`src/rtl/counter_multi.sv`:
```
// Multi-channel down-counting timer: per-channel one-shot/auto-reload period
// counters on a shared tick, with done pulses and a saturating reload tally.
//
// state  | meaning
// IDLE   | halted; count held, ticks ignored
// RUN    | decrementing on timer_tick
// PAUSED | pause held high; count frozen until pause drops
module counter_multi #(
   parameter int WIDTH    = 32,
   parameter int CHANNELS = 4,
   parameter int RCW      = 8
) (
   input  logic                      clk,
   input  logic                      rst,
   input  logic                      timer_tick,
   input  logic [CHANNELS-1:0]       start,
   input  logic [CHANNELS-1:0]       stop,
   input  logic [CHANNELS-1:0]       pause,
   input  logic [CHANNELS-1:0]       mode,
   input  logic [CHANNELS*WIDTH-1:0] N,
   output logic [CHANNELS*WIDTH-1:0] count,
   output logic [CHANNELS-1:0]       zero,
   output logic [CHANNELS-1:0]       running,
   output logic [CHANNELS-1:0]       done,
   output logic [CHANNELS*RCW-1:0]   reloads
);

   typedef enum logic [1:0] {
      IDLE   = 2'd0,
      RUN    = 2'd1,
      PAUSED = 2'd2
   } state_t;

   for (genvar i = 0; i < CHANNELS; i++) begin : g_ch
      state_t             state_q, state_d;
      logic [WIDTH-1:0]   count_q, count_d;
      logic [WIDTH-1:0]   period_q, period_d;
      logic               mode_q, mode_d;
      logic               done_q, done_d;
      logic [RCW-1:0]     reloads_q, reloads_d;
      logic [WIDTH-1:0]   n_i;

      assign n_i = N[i*WIDTH +: WIDTH];

      always_ff @(posedge clk) begin
         if (rst) begin
            state_q   <= IDLE;
            count_q   <= '0;
            period_q  <= '0;
            mode_q    <= 1'b0;
            done_q    <= 1'b0;
            reloads_q <= '0;
         end else begin
            state_q   <= state_d;
            count_q   <= count_d;
            period_q  <= period_d;
            mode_q    <= mode_d;
            done_q    <= done_d;
            reloads_q <= reloads_d;
         end
      end

      // Priority: start, stop, pause, tick.
      always_comb begin
         state_d   = state_q;
         count_d   = count_q;
         period_d  = period_q;
         mode_d    = mode_q;
         done_d    = 1'b0;
         reloads_d = reloads_q;
         if (start[i]) begin
            count_d   = n_i;
            period_d  = n_i;
            mode_d    = mode[i];
            reloads_d = '0;
            state_d   = (n_i != '0) ? RUN : IDLE;
         end else if (stop[i] && (state_q != IDLE)) begin
            state_d = IDLE;
         end else begin
            unique case (state_q)
               RUN: begin
                  if (pause[i]) begin
                     state_d = PAUSED;
                  end else if (timer_tick) begin
                     if (count_q == WIDTH'(1)) begin
                        done_d = 1'b1;
                        if (mode_q) begin
                           count_d = period_q;
                           if (reloads_q != {RCW{1'b1}})
                              reloads_d = reloads_q + RCW'(1);
                        end else begin
                           count_d = '0;
                           state_d = IDLE;
                        end
                     end else if (count_q != '0) begin
                        count_d = count_q - WIDTH'(1);
                     end
                  end
               end
               PAUSED: begin
                  if (!pause[i])
                     state_d = RUN;
               end
               default: ;
            endcase
         end
      end

      assign count[i*WIDTH +: WIDTH] = count_q;
      assign reloads[i*RCW +: RCW]   = reloads_q;
      assign zero[i]                 = (count_q == '0);
      assign running[i]              = (state_q == RUN);
      assign done[i]                 = done_q;
   end

endmodule

```
`config.mk`:
```
export PLATFORM = sky130hd
export DESIGN_NAME = counter_multi
export DESIGN_NICKNAME = d
export VERILOG_FILES = /design/src/rtl/counter_multi.sv
export SDC_FILE = /design/constraint.sdc
export NUM_CORES = 1
export LEC_CHECK = 0
export BUFFER_PORTS_ARGS = -buffer_cell sky130_fd_sc_hd__buf_2
export CAP_MARGIN = 20
export CORE_UTILIZATION = 40
export CTS_CLUSTER_SIZE = 14
export DETAILED_ROUTE_END_ITERATION = 10
export HOLD_SLACK_MARGIN = 0.08
export PLACE_DENSITY_LB_ADDON = 0.15
export SYNTH_ARGS = -nofsm -noshare
export SYNTH_HDL_FRONTEND = slang
export SYNTH_SLANG_ARGS = --single-unit
```
`constraint.sdc`:
```
create_clock -name clk -period 2.62 [get_ports clk]
set_input_delay 0.131 -clock clk [delete_from_list [all_inputs] [get_ports clk]]
set_output_delay 0.131 -clock clk [all_outputs]
set_load 0.01 [all_outputs]
```
# == Word-level counts from Yosys, hierarchy flattened ==
# Cells that the tools add are included.
# classes
bitwise_logic,13
eq_ne,40
n_addsub,8
muxes,72
n_reduce_logical,56
# ops
op,n
$mux 32,32
$reduce_bool 32->1,8
$eq 32x1->1 const B,4
$logic_not 32->1,4
$sub 32x1->32 const B,4
$mux 2,28
$ne 5x4->1 const B,8
$reduce_and 5->1,8
$add 8x1->8 const B,4
$ne 8x8->1 const B,4
$reduce_and 7->1,4
$reduce_bool 2->1,12
$reduce_or 6->1,4
$ne 5x3->1 const B,4
$ne 2x2->1 const B,8
$ne 4x4->1 const B,4
$pmux 2 s2,4
$reduce_bool 4->1,4
$not 1->1,13
$reduce_bool 3->1,4
$eq 2x1->1 const B,4
$eq 2x2->1 const B,4
$mux 1,8
$reduce_or 2->1,4
$logic_and 1x1->1,4
# word_totals
register_bits,304
wordCells,213

# == Logic depth before layout (Yosys ltp) ==
# depth
depth_word,8
depth_mapped,10

# == Worst setup path after synthesis ==
# OpenSTA, ideal clock, no wires.
# synth_path
path_kind,flip-flop to flip-flop
startpoint,register g_ch[1].count_q[20]
endpoint,register g_ch[1].count_q[3]
required_ns,2.501
path_stages_with_launch,10
arrival_time_ns,2.748
setup_ns,0.119
path_slack_ns,-0.247
cell_sequence,dfxtp_1 > or4_1 > buf_2 > or4_1 > buf_2 > or4_4 > nand2_2 > buf_4 > a211oi_1 > o221a_2
# synth_via
elab_chain_len,7
word_cells_on_any_way,10
classes_between,1 x eq/ne; 6 x mux; 3 x reduce/logical
# synth_lines
element,line_no,source
from (decl),36,"logic [WIDTH-1:0] count_q, count_d;"
from (signal assigned),55,count_q <= count_d;
$eq 32x1->1,85,if (count_q == WIDTH'(1)) begin
$mux 32,85,
$mux 32,84,end else if (timer_tick) begin
$mux 32,82,if (pause[i]) begin
$mux 32,80,unique case (state_q)
$mux 32,77,end else if (stop[i] && (state_q != IDLE)) begin
$mux 32,71,if (start[i]) begin
# Parallel ways exist; a longest one is shown, timed or not. The select of a mux whose other input is x is not followed.
# A chain may end at the register's enable or synchronous reset.

# == Worst setup path after layout ==
# layout_path
startpoint,register g_ch[1].count_q[23]
endpoint,register g_ch[1].count_q[25]
# layout_via
elab_chain_len,8
word_cells_on_any_way,12
classes_between,1 x add/sub; 1 x eq/ne; 7 x mux; 3 x reduce/logical
# layout_lines
element,line_no,source
$sub 32x1->32,96,count_d = count_q - WIDTH'(1);
$mux 32,95,end else if (count_q != '0) begin
$mux 32,85,
$mux 32,84,
$mux 32,82,
$mux 32,80,
$mux 32,77,
$mux 32,71,
# Parallel ways exist; a longest one is shown, timed or not. The select of a mux whose other input is x is not followed.

==> impl_results.md <==
- PD cells: between 500 and 600 mW/mm2
- Post-synthesis cell count: 2097
- YS warnings: 0
- Total power: 0.01273 W
- Die Area: approximately 0.043 mm2
- Area growth, synth to finish: 39.15%
- Critical Path Source: g_ch[1].count_q[23]$_SDFFE_PP0P_
- Share of cells above drive strength 1: between 20% and 30%
- Largest net degree at the start of global routing: approximately 140
- Max-cap viol count: 0
- Fin nets: between 2000 and 3000
- Vias in the first global route: between 15000 and 20000
- Remaining Overflow, GRT: 0
- Hold crit path type: input pin to flop
- Leak pwr: roughly 9.8 nW
- Total number of vias: about 19000
- Clk slew on worst S/H paths: ~0.06 ns
- Hold wc startpoint: start[1]
- VDD IR-drop max: around 540 uV
- TritonRoute pass-1 iters: 11
- Die Wd: 206.6 um
- Final Max Tran Viols: 0
- RSZ-0062 raised after global routing: yes
- Cts bufs inserted: 37
- Initial detailed-routing violation count: approximately 1500
- Top cell type's share of synthesized area: between 30% and 40%
- Slew HR: 45.09%
- Pre-CTS setup slack: -0.02290 ns
- Final period utilization: 101.5%
- Final Cell Area: 0.02331 mm2
- Setup TNS Final: -0.2479 ns
- Port Buffers: 318
- Syn avg cell area: about 8.0 um2
- Root Driver: clkbuf_16
- Total wire length: about 64000 um
- Kind of critical path: flop to flop
- Outcome: finished, violations left
- Synth unique cells: 76
- CP max FO: 7
- Initial Util: approximately two fifths
- Row count: between 70 and 80
- CTS tree: yes
- Actual slew at the worst max-slew pin: between 0.8 and 0.9 ns
- FMAX: around 0.38 GHz
- Post-route ant nets: 0
- Clk_skew: approximately 0.012 ns
- Top cells by count, synth: 304 x dfxtp_1, 246 x nor2_1, 187 x a21oi_1
- Post-synth ARST share: 0%
- # clock sinks: 304
- Die Ht: ~210 um
- # fillers: ~3900
- # DRC: 18
- GRT Total Usage: between 20% and 30%
- Final setup fails: 15
- Routed WL per cell: slightly below 20 um
- Dpl cell area: 0.02004 mm2
- Clk buf depth: 3
- Routability cong.: approximately 0.9
- Crit path DAT: just over 3 ns
- Worst EP required: ~3.0 ns
- Min setup slack post-route: -0.03990 ns
- Mapped cell area: 0.01675 mm2
- Syn Nets: between 2000 and 2500
- #FFs+latches synth: 304
- Setup crit start kind: flop
- Most frequent cell after synthesis: dfxtp_1
- Seq/Total Area, Yosys: 36.33%
- DP HPWL: about 43000 um
- I/O pins: between 300 and 400
- Post-synth EDFFs: 0
- Nature of the critical path endpoint: flop
- Synth area leaders: dfxtp_1 36%, mux2i_1 5.9%, a21oi_1 5.6%
- Core ar.: between 0.04 and 0.05 mm2
- Clk_lat worst skew: around 0.56 ns
- Final Hold Vio Count: 0
- Main flop type after synthesis: dfxtp_1
- Via density: 5.852
- First-pass GRT wire length: 97360 um
- Failing checks: DRC, setup timing
- Fin crit period: approximately 2.7 ns
- FF-to-FF Start: g_ch[1].count_q[23]$_SDFFE_PP0P_
- Initial antenna violation count: 1
- Max H-tree Level: 2
- Yosys top cell by area: dfxtp_1
==> stage by stage <==
| step | util [%] | hold WS, ns | cells |
|---|---|---|---|
| after global routing | 56.71 | 0.04504 | 3218 |
| after floorplan | - | 0.2095 | 2097 |
| after detailed placement | 48.74 | 0.3420 | 2982 |
| final | 56.71 | 0.04183 | 3218 |
| after CTS | 55.32 | 0.1098 | 3199 |
| after global placement | 48.74 | 0.3402 | 2982 |
==> layer usage <==
metal / track usage, % / vias up / wire [um] / share of wire, %
li1: - / 8952 / - / -
met4: 10.92 / 0 / 1978 / 3.1
met1: 37.67 / 9019 / 28160 / 44
met5: 0 / - / 0 / 0
met2: 46.64 / 723 / 29320 / 46
met3: 4.144 / 137 / 4081 / 6.4
==> power by group <==
| group | switching [W] | leakage [nW] | internal (W) |
|---|---|---|---|
| Combinational | 0.00146 | 6.73 | 0.00115 |
| Clock | 0.00210 | 0.564 | 0.00292 |
| Sequential | 0.000220 | 2.51 | 0.00489 |
==> registers in the layout, indices dropped and copies added, names as in the netlist <==
register / cells
g_ch.count_q: 128
g_ch.mode_q: 4
g_ch.done_q: 4
g_ch.period_q: 128
g_ch.reloads_q: 32
g_ch.state_q: 8
==> layout make-up <==
| type | count | area [um2] | share of cell area, % |
|---|---|---|---|
| multi-input cells | 1564 | 10170 | 43.61 |
| flip-flops and latches | 304 | 6093 | 26.14 |
| repair buffers | 682 | 4976 | 21.35 |
| clock buffers | 56 | 1077 | 4.621 |
| well taps | 532 | 665.6 | 2.855 |
| inverters | 72 | 270.3 | 1.159 |
| clock inverters | 7 | 60.06 | 0.2576 |
| diodes | 1 | 2.502 | 0.01073 |
==> critical path: stages (launching register included) <==
cell,delay (ns)
dfxtp_2,0.31
or4_4,0.55
or4_4,0.57
or4_4,0.50
nand2_8,0.16
buf_4,0.13
buf_6,0.12
a211o_1,0.11
a221oi_2,0.05
==> path summary, 6_finish.rpt <==
path / end / slack [ns] / cells past startpoint
setup / recovery: g_ch[1].count_q[25]$_SDFFE_PP0P_ / -0.04 / 8
hold / removal: g_ch[1].count_q[18]$_SDFFE_PP0P_ / 0.04 / 4
setup reg to reg: g_ch[1].count_q[25]$_SDFFE_PP0P_ / -0.04 / 8
hold reg to reg: g_ch[1].period_q[2]$_SDFFE_PP0P_ / 0.46 / 2
==> cells in the final DEF, fill, tap and decap left out, types with 15 or more instances in the layout <==
master	synthesis	layout
o21ai_0	60	53
or4_1	25	18
xnor2_1	41	41
buf_4	7	187
nand2_1	159	157
and2_1	19	17
nand4_1	33	33
and3_1	28	26
inv_1	71	70
clkbuf_16	0	42
a211oi_1	30	25
nor3_1	60	56
o32ai_1	16	16
o211ai_1	20	20
nor2_1	246	241
or3_1	34	31
nand3_1	48	47
dfxtp_1	304	300
ha_1	16	15
a221oi_1	56	52
a31oi_1	21	21
buf_2	14	315
dlygate4sd3_1	0	152
mux2i_1	98	98
a311oi_1	24	24
xor2_1	26	25
nor4_1	93	82
a211o_1	35	35
a21oi_1	187	175
==> what timing repair did <==
item	in CTS	in global routing
hold endpoints to repair	265	0
gates cloned	0	6
gates resized for setup	8	75
setup buffers	2	12
hold buffers	152	0
setup endpoints to repair	14	94
pin swaps	1	37
==> cells by family after synthesis <==
kind of cell	Yosys count	share of synthesized area, %
multiplexers	98	5.856
XOR/XNOR	67	3.503
flip-flops	304	36.33
adder cells (fa/ha/maj)	16	1.195
buffers and inverters	229	5.393
AO/OA/AOI/OAI	558	22.88
AND/OR/NAND/NOR	825	24.85
No activity file was read; power rests on OpenSTA's default activity.
